===== config.mk =====
export PLATFORM = sky130hd
export DESIGN_NAME = cpu_ctrl
export DESIGN_NICKNAME = d
export VERILOG_FILES = /design/src/rtl/cpu_ctrl.sv
export SDC_FILE = /design/constraint.sdc
export NUM_CORES = 1
export LEC_CHECK = 0
export CAP_MARGIN = 5
export CORE_MARGIN = 8
export CORE_UTILIZATION = 39
export CTS_CLUSTER_SIZE = 24
export DETAILED_ROUTE_END_ITERATION = 10
export PLACE_DENSITY = 0.78
export SLEW_MARGIN = 40
export SYNTH_ARGS = -nofsm -noshare
export SYNTH_HDL_FRONTEND = slang
export SYNTH_SLANG_ARGS = --single-unit
export TNS_END_PERCENT = 5

===== constraint.sdc =====
create_clock -name clk -period 1.6 [get_ports clk]
set_input_delay 0.32 -clock clk [delete_from_list [all_inputs] [get_ports clk]]
set_output_delay 0.32 -clock clk [all_outputs]
set_load 0.05 [all_outputs]

===== src/rtl/cpu_ctrl.sv =====
// Instruction register, decoder and control FSM for the simple RISC machine.
// Drives every datapath control input from the latched 16-bit instruction; all outputs are Moore.
module cpu_ctrl #(
  parameter int DW = 16
) (
  input  logic          clk,
  input  logic          reset,
  input  logic          s,
  input  logic          load,
  input  logic [15:0]   in,
  output logic          w,
  output logic          illegal,
  output logic [2:0]    readnum,
  output logic [2:0]    writenum,
  output logic          write,
  output logic [1:0]    vsel,
  output logic          asel,
  output logic          bsel,
  output logic          loada,
  output logic          loadb,
  output logic          loadc,
  output logic          loads,
  output logic [1:0]    shift,
  output logic [1:0]    ALUop,
  output logic [DW-1:0] sximm8,
  output logic [DW-1:0] sximm5
);

  typedef enum logic [2:0] {
    S_WAIT      = 3'd0,
    S_DECODE    = 3'd1,
    S_WRITE_IMM = 3'd2,
    S_GET_A     = 3'd3,
    S_GET_B     = 3'd4,
    S_ALU       = 3'd5,
    S_WRITE_REG = 3'd6
  } state_t;

  state_t      state, state_nxt;
  logic [15:0] ir;

  function automatic logic signed [DW-1:0] sext8(input logic signed [7:0] v);
    return DW'(v);
  endfunction

  function automatic logic signed [DW-1:0] sext5(input logic signed [4:0] v);
    return DW'(v);
  endfunction

  logic [2:0] opcode, rn, rd, rm;
  logic [1:0] op, sh;
  logic       is_mov_imm, is_mov_reg, is_alu, is_cmp;

  assign opcode = ir[15:13];
  assign op     = ir[12:11];
  assign rn     = ir[10:8];
  assign rd     = ir[7:5];
  assign sh     = ir[4:3];
  assign rm     = ir[2:0];

  assign is_mov_imm = (opcode == 3'b110) && (op == 2'b10);
  assign is_mov_reg = (opcode == 3'b110) && (op == 2'b00);
  assign is_alu     = (opcode == 3'b101);
  assign is_cmp     = is_alu && (op == 2'b01);

  assign sximm8 = sext8(ir[7:0]);
  assign sximm5 = sext5(ir[4:0]);

  // IR only accepts a new word while idle, so a running instruction cannot be corrupted
  always_ff @(posedge clk or posedge reset) begin
    if (reset) begin
      state <= S_WAIT;
      ir    <= 16'h0000;
    end else begin
      state <= state_nxt;
      if (load && (state == S_WAIT))
        ir <= in;
    end
  end

  always_comb begin
    state_nxt = state;
    w         = 1'b0;
    illegal   = 1'b0;
    readnum   = 3'd0;
    writenum  = 3'd0;
    write     = 1'b0;
    vsel      = 2'b00;
    asel      = 1'b0;
    bsel      = 1'b0;
    loada     = 1'b0;
    loadb     = 1'b0;
    loadc     = 1'b0;
    loads     = 1'b0;
    shift     = 2'b00;
    ALUop     = 2'b00;
    case (state)
      S_WAIT: begin
        w = 1'b1;
        if (s) state_nxt = S_DECODE;
      end
      S_DECODE: begin
        // MOV reg and MVN only need the B operand, so they skip GET_A
        if (is_mov_imm)                       state_nxt = S_WRITE_IMM;
        else if (is_mov_reg || (is_alu && op == 2'b11)) state_nxt = S_GET_B;
        else if (is_alu)                      state_nxt = S_GET_A;
        else begin
          illegal   = 1'b1;
          state_nxt = S_WAIT;
        end
      end
      S_WRITE_IMM: begin
        writenum  = rn;
        vsel      = 2'b10;
        write     = 1'b1;
        state_nxt = S_WAIT;
      end
      S_GET_A: begin
        readnum   = rn;
        loada     = 1'b1;
        state_nxt = S_GET_B;
      end
      S_GET_B: begin
        readnum   = rm;
        loadb     = 1'b1;
        state_nxt = S_ALU;
      end
      S_ALU: begin
        shift = sh;
        if (is_mov_reg) begin
          asel      = 1'b1;
          ALUop     = 2'b00;
          loadc     = 1'b1;
          state_nxt = S_WRITE_REG;
        end else if (is_cmp) begin
          ALUop     = 2'b01;
          loads     = 1'b1;
          state_nxt = S_WAIT;
        end else begin
          ALUop     = op;
          loadc     = 1'b1;
          state_nxt = S_WRITE_REG;
        end
      end
      S_WRITE_REG: begin
        writenum  = rd;
        vsel      = 2'b00;
        write     = 1'b1;
        state_nxt = S_WAIT;
      end
      default: state_nxt = S_WAIT;
    endcase
  end

endmodule


======== After elaboration in Yosys (flattened, before gate mapping) ========
Index checks and enable logic that the tools add are counted.
storage, ports and cells
  flip-flop bits (word level) ............. 19
  bits of input ports ..................... 20
  logic and storage cells ................. 53
cells by class
  equality and inequality tests ........... 12
  mux-type cells .......................... 30
  reduce and logical (&&, ||, !) cells .... 9
operators by type and width
  cell                                                              number
  1-bit two-way mux                                                 16
  3-bit == test (second input constant)                             5
  3-bit two-way mux                                                 5
  3-bit case mux with 5 select lines                                1
  2-bit two-way mux                                                 6
  3-bit case mux with 2 select lines                                2
  3-bit by 2-bit == test with 1-bit output (second input constant)  2
  1-bit logical AND                                                 5
  2-bit == test (second input constant)                             2
  3-bit by 1-bit == test with 1-bit output (second input constant)  1
  3-bit zero test                                                   1
  2-bit by 1-bit == test with 1-bit output (second input constant)  1
  2-bit zero test                                                   1
  2-bit inequality test (second input constant)                     1
  2-bit OR reduction                                                1
  1-bit logical OR                                                  1

======== Depth between registers and ports, before layout ========
Gate-level depths: netlist of run 1.
  depth after elaboration ................. 6
  gate-level depth with buffers ........... 6
  depth with buffers taken out ............ 3

======== Worst setup path after synthesis of run 1 ========
OpenSTA, ideal clock, no wires.
  path type ............................... flip-flop to output port
  from .................................... register state[2]
  to ...................................... output port readnum[0]
  arrival ................................. 2.348 ns
  buffers on the path ..................... 0
  setup slack ............................. -1.068 ns
  cell stages (with the launch flop) ...... 4
  path through ............................ dfrtp_1 > inv_1 > nor3_1 > a22o_1
between the ends
  longest elaborated chain between the ends .. 2
RTL lines
  item                                                                       line  text
  start, declared                                                            39    state_t state, state_nxt;
  start signal, assigned                                                     75    state <= state_nxt;
  3-bit == test or 3-bit by 2-bit == test with 1-bit output (tied branches)  97    case (state)
  3-bit case mux with 2 select lines (*)                                     97
  end, declared                                                              13    output logic [2:0] readnum,
Mark *: on every way between the ends. The rest lies on a longest branch, timed or not.

======== Worst setup path in the final report of run 1 ========
  from .................................... register ir[11]
  to ...................................... output port asel
between the ends
  longest elaborated chain between the ends .. 4
RTL lines
  item                    line  text
  start, declared         40    logic [15:0] ir;
  start signal, assigned  77    ir <= in;
  2-bit zero test         62    assign is_mov_reg = (opcode == 3'b110) && (op == 2'b00);
  1-bit logical AND       62
  1-bit two-way mux       130   if (is_mov_reg) begin
  1-bit two-way mux       97
  end, declared           17    output logic asel,
No other way between the ends.

==> impl_results.md, run 1 <==
- Status: finished, violations left
- Failing checks: negative setup slack
- Core area: 3284 um^2
- Drt via density: 5.000
- Achievable frequency: 0.5119 GHz
- Synthesized area per cell: 10.46 um^2
- Layout cells sized above 1: 0.6011
- Clock sink count: 19
- Fin worst setup slack: -0.3534 ns
- First-pass GRT wire length: 6444 um
- Clk buf depth: 2
- Syn Std Cell Area: 1318 um^2
- Post-synth ARST share: 1.000
- Grt ovf: 0
- Ant diodes: 0
- DR iter-0 viols: 34
- Vias after detailed routing: 1145
- Worst flop-to-flop path startpoint: state[0]
- Post-synthesis sequential area ratio: 0.3609
- Slowest CP cell: or3b_4
- Number of flops mapped to enable cells by yosys: 0
- Crit Path Category: flop to output pin
- Setup TNS after final layout: -3.951 ns
- Vias in the first global route: 1201
- Largest net degree at the start of global routing: 20
- Worst setup EP type: output pin
- Synthesis Warnings: 0
- IO Port Bufs: 70
- Critical Path Source Type: flop
- Final HPWL DP: 3450 um
- Final #Nets: 204
- RSZ-0062 raised after global routing: yes
- Reg clk slew, reported paths: 0.11 ns
- Crit path launch: ir[11]
- Crit share post-route: 1.221
- FP Rows: 21
- Initial antenna violation count: 0
- Antenna-violating nets left: 0
- CP Max Fanout: 2
- Critical path's top delay family: simple AND/OR/NAND/NOR gates
- # H-tree levels: 1
- Die ar.: 5494 um^2
- I/O pins: 73
- Drt first pass iters: 4
- Hold buffer count at cts: 0
- Crit-path cells: or3b_4 > buf_6 > nor4_4 > buf_12
- WP data arrival: 1.63 ns
- RePlAce Congestion: 0.8726
- Worst skew pair latency: 0.30 ns
- Synth unique cells: 33
- CP required: 1.28 ns
- Post-layout minimum cycle time: 1.953 ns
- Final Hold Viols: 0
- Residual DRC: 0
- Crit-path max cell delay: 0.41 ns
- DR WL/cell: 18.93 um
- Final setup viols: 18
- Reg2reg path depth: 5
- Worst hold path class: input pin to async pin
- Die Wd: 74.12 um
- Clk root buf: clkbuf_4
- DIE HEIGHT: 74.12 um
- Final Skew: 0.005455 ns
- Primary FF master, synth: dfrtp_1
- Layout area overhead: 95.44%
- Mapped Cells: 126
- WP depth: 4
- CTS tree: built
- Cts bufs inserted: 3
- Final Slew Violations: 0
- Gr usage total: 0.1545
- WL final: 4336 um
- Yosys reg bits: 19
- Starting Density: 0.4011
- Crit path buffers/inverters: 2
- Max-cap viol count: 0
[cell usage in the layout (no fill, tap or decap), types with 4 or more instances in the layout]
cell type / n
clkdlybuf4s50_1: 19
and3_1: 4
o21ai_0: 4
buf_4: 15
mux2_4: 9
mux2_2: 6
dfrtp_1: 16
buf_12: 52
buf_6: 5
[metrics by stage]
step	hold WS, ns	instances	setup slack [ns]	utilization	area [um^2]
after floorplan	0.2711	127	-0.2421	-	1373
after global routing	0.3718	229	-0.4175	0.7840	2575
after detailed placement	0.5416	222	-0.1091	0.7554	2481
final	0.3376	229	-0.3534	0.7840	2575
after global placement	0.5396	222	-0.05100	0.7554	2481
after CTS	0.3543	226	-0.3443	0.7752	2546
[logic make-up (layout without fill, tap and decap cells)]
family / Yosys count / in the layout / share of synthesized area
other: 1 / 2 / 0.002846
muxes: 18 / 18 / 0.1766
and+or+nand+nor: 30 / 30 / 0.1415
DFF: 19 / 19 / 0.3609
buffers and inverters: 44 / 100 / 0.2469
AOI/OAI and AO/OA: 14 / 14 / 0.07123
[timing repair]
item / CTS / global route
pin swaps: 3 / 2
buffers inserted: 0 / 3
setup endpoints to repair: 19 / 24
hold endpoints to repair: 0 / 0
resized for setup: 15 / 3
[cell usage after synthesis, types with 4 or more instances]
cell	n	share of area
buf_4	34	0.19
mux2_4	9	0.10
mux2_2	6	0.051
and3_1	5	0.024
inv_1	5	0.014
nor2b_1	4	0.019
o21ai_0	4	0.015
nor2_1	4	0.011
dfrtp_1	19	0.36
[state kept, by name (all words and copies together), names as in the netlist]
register  flops
state         3
ir           16
[final timing paths]
kind / to / slack, ns
worst min register to register: ir[9] / 0.58
worst max register to register: ir[14] / 0.03
worst max-delay path: asel / -0.35
min in group clk: ir[9] / 0.58
max in group asynchronous: state[2] / 1.05
worst min-delay path: ir[12] / 0.34
[metal layers]
layer  up-vias  track usage  wire, um
met4         0      0.07095       110
met2        60       0.2920      2327
met5         -            0         0
met3         8      0.03369       319
met1       566       0.1561      1579
li1        511            -         -
[worst min-delay path: cells and delay by family]
family                 cells  cell delay, ns
buffers and inverters      3            0.70
[cell type report]
class                   count  area [um^2]
multi-input cells          64        593.1
inverters                   5        18.77
flip-flops and latches     19        479.2
repair buffers             91         1400
well taps                  46        57.56
fillers                   195        709.4
clock buffers               4        26.28
Power of run 1 is left out: the tool's default activity adds up to more than one toggle a clock period on the data nets, which glitch-free logic cannot reach.
==> inputs of run 2 (changes only) <==
Settings changed: ABC_CLOCK_PERIOD_IN_PS set to 1600, CTS_CLUSTER_DIAMETER set to 50, SLEW_MARGIN 40 to 20.
==> results of run 2 <==
The final DEF is identical to that of run 1; final timing and power are the same.
Power of run 2 is left out for the same reason.
==> variant 1, RTL diff (flow settings as in run 1) <==
Make the reset (`reset`) synchronous in one clocked block.
--- a/src/rtl/cpu_ctrl.sv
+++ b/src/rtl/cpu_ctrl.sv
@@ -68,5 +68,5 @@
 
   // IR only accepts a new word while idle, so a running instruction cannot be corrupted
-  always_ff @(posedge clk or posedge reset) begin
+  always_ff @(posedge clk) begin
     if (reset) begin
       state <= S_WAIT;
Formal check against the unedited RTL: differs if reset is asserted again (counterexample within 4 cycles, from zero or initial values and one cycle with reset high); with reset held inactive, the same outputs for 10 cycles.
==> variant 1 against run 1 <==
- the flow still finishes with violations (negative setup slack)
- die area shrank 3.7%
- sequential share of layout area shrank 3.2 points
- area after synthesis shrank 4.7%
- worst setup slack gained 0.12 ns
- wire length grew 3.3%
- hold slack gained 0.14 ns
- sequential cell count is the same
- final area shrank 1.4%
Power is left out: it rests on default switching activity, and per cell area and clock period it moved more than threefold.
==> variant 1: results (changes against run 1) <==
[run_status]
status = complete, but fails checks
violations = negative setup slack

[critical_path]
critPathTopFamily = flip-flops
slowest_stage = dfxtp_2
slowest_delay_ns = 0.34  ; -0.07 ns
cp.arrival_ns = 1.51  ; -0.12 ns
crit_fanout = 2  ; unchanged

[sta]
setup_ws_ns = -0.230  ; +0.123 ns
fin_worst_skew_ns = 0.00328  ; -0.00218 ns
finalSetupViolCount = 16  ; -2
hold_violations = 0  ; unchanged

[synthesis]
synth-adder-area-share_pct = 0  ; unchanged
ys_seq_area_share_pct = 30.3  ; -5.8 points
synthMuxAreaShare_pct = 2.39  ; -15 points
async_reset_ff_share_pct = 0  ; -100 points
yosys_warnings = 0  ; unchanged
synth_xor_area_share_pct = 0  ; unchanged
synth_common_cells = buf_4, nand2_1, a21oi_1, dfxtp_1
synth-compound-area-share_pct = 15.0  ; +7.8 points
netlist-cell-type-count = 30  ; -9.1%
synthTopCellsByArea = dfxtp_1, buf_4, nand2_1, a21oi_1, nor2b_1

[layout]
diodes = 0  ; unchanged
regArea_um2 = 390  ; -19%
inv_count = 2  ; -3
n_all_buffers = 92  ; +1.1%
fillCellCount = 187  ; -4.1%
multi_input_cells = 99  ; +55%
clkbuf_count = 3  ; -1
drive_gt1_share_pct = 47.2  ; -13 points
multi_input_area_um2 = 683  ; +15%
final_net_count = 237  ; +16%
top_regs = ir x16, state x3
clock_area_share_pct = 1.08  ; +0.064 points
bufAreaShareNonClock_pct = 54.2  ; -0.21 points

[min_path]
hp-class = reg2reg

[routing]
post_drt_via_cell_ratio = 4.99  ; -0.23%
top_layer = met4
wl_per_cell_um = 17.2  ; -9.0%
drt-initial-drc-count = 31  ; -8.8%
route.layer.met1.wl_um = 1570  ; -0.51%
drt_pass1_iterations = 4  ; unchanged
wl_met2_um = 2510  ; +7.8%
wl_met3_um = 309  ; -3.1%

[cts]
cts_max_path_buffers = 2  ; unchanged
clock_sinks = 19  ; unchanged
ctsRootBufferMaster = clkbuf_4
cts_hold_buf = 0  ; unchanged
cts_htree_levels = 1  ; unchanged
clkLatencyLatePin_ns = 0.31
clk_pin_slew_ns = 0.12

[placed_design]
dp_hpwl_um = 3610  ; +4.5%
gp_congestion = 0.802  ; -8.1%
port-buffer-count = 70  ; unchanged

[global_routing]
antenna_found_initial = 0  ; unchanged
grt_max_degree = 17  ; -15%
grt.total_usage_pct = 16.7  ; +1.2 points
grt_pass1_vias = 1368  ; +14%
grt_pass1_wl_um = 6880  ; +6.8%

## variant 1: cell types whose count changed after synthesis, sizes merged, moves of 4 or more
cell / change
nand2: +31
dfrtp: -19
dfxtp: +19
a21oi: +16
mux2: -15
and3: -5
o21ai: -4
## variant 1: final timing paths
| path | start | to | slack (ns) | cells past startpoint |
|---|---|---|---|---|
| worst max-delay path | ir[14]$_SDFFE_PP0P_ | illegal | -0.23 | 5 |
| worst max register to register | state[2]$_SDFFE_PP0P_ | ir[3]$_SDFFE_PP0P_ | 0.08 | 5 |
| worst min-delay path | ir[10]$_SDFFE_PP0P_ | ir[10]$_SDFFE_PP0P_ | 0.48 | 2 |
| worst min register to register | ir[10]$_SDFFE_PP0P_ | ir[10]$_SDFFE_PP0P_ | 0.48 | 2 |
## variant 1: layer usage
metal / vias to the layer above / GRT usage (%)
li1: 612 / -
met1: 621 / 16.5
met2: 56 / 31.8
met3: 8 / 4.53
met4: 0 / 6.22
met5: - / 0
## variant 1: what timing repair did
action / CTS / global route
setup buffers: 1 / 1
resized for setup: 14 / 15
pin swaps: 6 / 6
setup endpoints to repair: 18 / 19
## variant 1: worst register-to-register path, cell delays in order (launching register included)
cell	delay, ns
dfxtp_2	0.35
buf_4	0.16
or4b_1	0.52
buf_4	0.22
nand2_1	0.10
a21oi_1	0.07
## variant 1: through the flow
stage	cells	TNS, ns	setup WS [ns]	hold WS, ns	instance area, um^2
CTS	259	-2.64	-0.268	0.482	2460
detailed placement	254	-2.31	-0.181	0.465	2400
global placement	254	-1.21	-0.0816	0.463	2400
floorplan	163	-1.86	-0.266	0.448	1300
finish	260	-2.38	-0.230	0.479	2540
global route	260	-3.41	-0.274	0.512	2540
==> variant 2, RTL diff (flow settings as in run 1) <==
Without the edit above. The parameter `DW` goes from 16 to 12.
--- a/src/rtl/cpu_ctrl.sv
+++ b/src/rtl/cpu_ctrl.sv
@@ -2,5 +2,5 @@
 // Drives every datapath control input from the latched 16-bit instruction; all outputs are Moore.
 module cpu_ctrl #(
-  parameter int DW = 16
+  parameter int DW = 12
 ) (
   input  logic          clk,
Interface: changed (resized sximm5 and sximm8); port bits go from 73 to 65. The function was not compared with the original's and may differ.
==> variant 2 against run 1 <==
- the flow still finishes with violations (negative setup slack)
- area after synthesis down 4.6%
- final area fell by 3.4%
- non-clock buffer count fell by 7
- sequential cell count did not move
- worst setup slack better by 0.032 ns
- count of clock-buffer cells in the layout decreased by 1
- wire length down 2.4%
- sequential share of layout area rose by 0.66 points
- critical path type unchanged
- largest cell class unchanged
- highest routed layer unchanged
Power is not shown: default switching activity piles up to over one toggle a cycle in this logic, so the estimate is an artifact.
==> variant 2: results (changes against run 1) <==
[min_path]
hp-class = in2async

[synthesis]
async_reset_ff_share_pct = 100  ; unchanged
synthTopCellsByArea = dfrtp_1, buf_4, mux2_4, mux2_2, and3_1
ys_seq_area_share_pct = 37.8  ; +1.7 points
synth_common_cells = buf_4, dfrtp_1, mux2_4, mux2_2
netlist-cell-type-count = 33  ; unchanged
synthFlopType = dfrtp_1

[placed_design]
gp_congestion = 0.815  ; -6.6%
dp_hpwl_um = 3140  ; -9.0%
port-buffer-count = 62  ; -11%
place_area_um2 = 2310  ; -6.8%

[cts]
clkLatencyLatePin_ns = 0.31
cts_max_path_buffers = 2  ; unchanged
clk_pin_slew_ns = 0.11  ; about the same

[routing]
drt-initial-drc-count = 37  ; +8.8%
wl_met3_um = 330  ; +3.4%
top_layer = met4
post_drt_via_cell_ratio = 5.19  ; +3.7%
route.layer.met1.wl_um = 1580  ; -0.13%
wl_met2_um = 2170  ; -6.8%
drt_pass1_iterations = 4  ; unchanged
wl_um = 4230  ; -2.4%

[layout]
drive_gt1_share_pct = 63.6  ; +3.5 points
diodes = 0  ; unchanged
final_net_count = 197  ; -3.4%

[critical_path]
slowest_delay_ns = 0.42
critPathTopFamily = simple AND/OR/NAND/NOR gates

[sta]
setup_ws_ns = -0.322  ; +0.0318 ns
fin_worst_skew_ns = 0.00737  ; +0.00191 ns
finalSetupViolCount = 18  ; unchanged
slew_viol_final = 0  ; unchanged

[global_routing]
grt_max_degree = 20  ; unchanged
grt_pass1_vias = 1213  ; +1.0%
grt_pass1_wl_um = 6450  ; +0.11%
grt.total_usage_pct = 15.6  ; +0.16 points

[run_status]
violations = negative setup slack
status = complete, but fails checks

==> variant 2: cell types whose count changed in the layout (fill, tap and decap cells not counted), moves of 2 or more <==
cell    delta
buf_12     -9
buf_6      +2
and3_1     -4
mux2_4     +6
mux2_2     -6
and3_4     +4
==> variant 2: routing by layer <==
| layer | up-vias | GRT usage (%) |
|---|---|---|
| met3 | 17 | 4.81 |
| met5 | - | 0 |
| met2 | 69 | 28.0 |
| li1 | 497 | - |
| met4 | 0 | 6.67 |
| met1 | 558 | 16.3 |
==> variant 2: layout make-up <==
cell class,count,area [um^2]
clock buffers,3,22.5
clock inverters,1,5.00
fillers,194,566
inverters,5,18.8
multi-input cells,64,664
flip-flops and latches,19,479
well taps,44,55.1
repair buffers,84,1240
==> variant 2: metrics by stage <==
stage / util [%] / cells / setup WS (ns) / setup TNS, ns
floorplan: - / 119 / -0.242 / -4.23
global placement: 75.8 / 213 / -0.0501 / -0.0994
detailed placement: 75.8 / 213 / -0.0923 / -0.351
CTS: 79.0 / 217 / -0.397 / -3.60
global route: 81.5 / 220 / -0.379 / -4.71
finish: 81.5 / 220 / -0.322 / -3.44
==> variant 2: final timing paths <==
path	startpoint	end	slack, ns	depth (start not counted)
max in group asynchronous	reset	state[1]$_DFFE_PP0P_	1.05	3
min in group clk	in[15]	ir[15]$_DFFE_PP0P_	0.58	3
max	ir[13]$_DFFE_PP0P_	asel	-0.32	4
min reg2reg	ir[10]$_DFFE_PP0P_	ir[10]$_DFFE_PP0P_	0.59	1
max reg2reg	state[1]$_DFFE_PP0P_	ir[11]$_DFFE_PP0P_	0.04	5
min	reset	ir[10]$_DFFE_PP0P_	0.32	3
==> variant 2: repair_timing <==
item | 4_1_cts | 5_1_grt
gates resized for setup | 23 | 14
pin swaps | 5 | 5
endpoints found under the setup margin | 19 | 34
buffers inserted | 0 | 3
==> variant 2: logic make-up (layout without fill, tap and decap cells) <==
logic type | count (synthesis) | after routing | synth area share (%)
AND/OR/NAND/NOR | 30 | 30 | 14.8
buffers and inverters | 36 | 93 | 21.1
multiplexers | 18 | 18 | 18.5
other | 1 | 2 | 0.298
flip-flops | 19 | 19 | 37.8
AO/OA/AOI/OAI | 14 | 14 | 7.46
==> variant 2: worst register-to-register path: cells and delay by family (launching register included) <==
kind | cells | cell delay [ns]
buffers and inverters | 2 | 0.31
DFF | 1 | 0.47
muxes | 1 | 0.32
and+or+nand+nor | 2 | 0.36
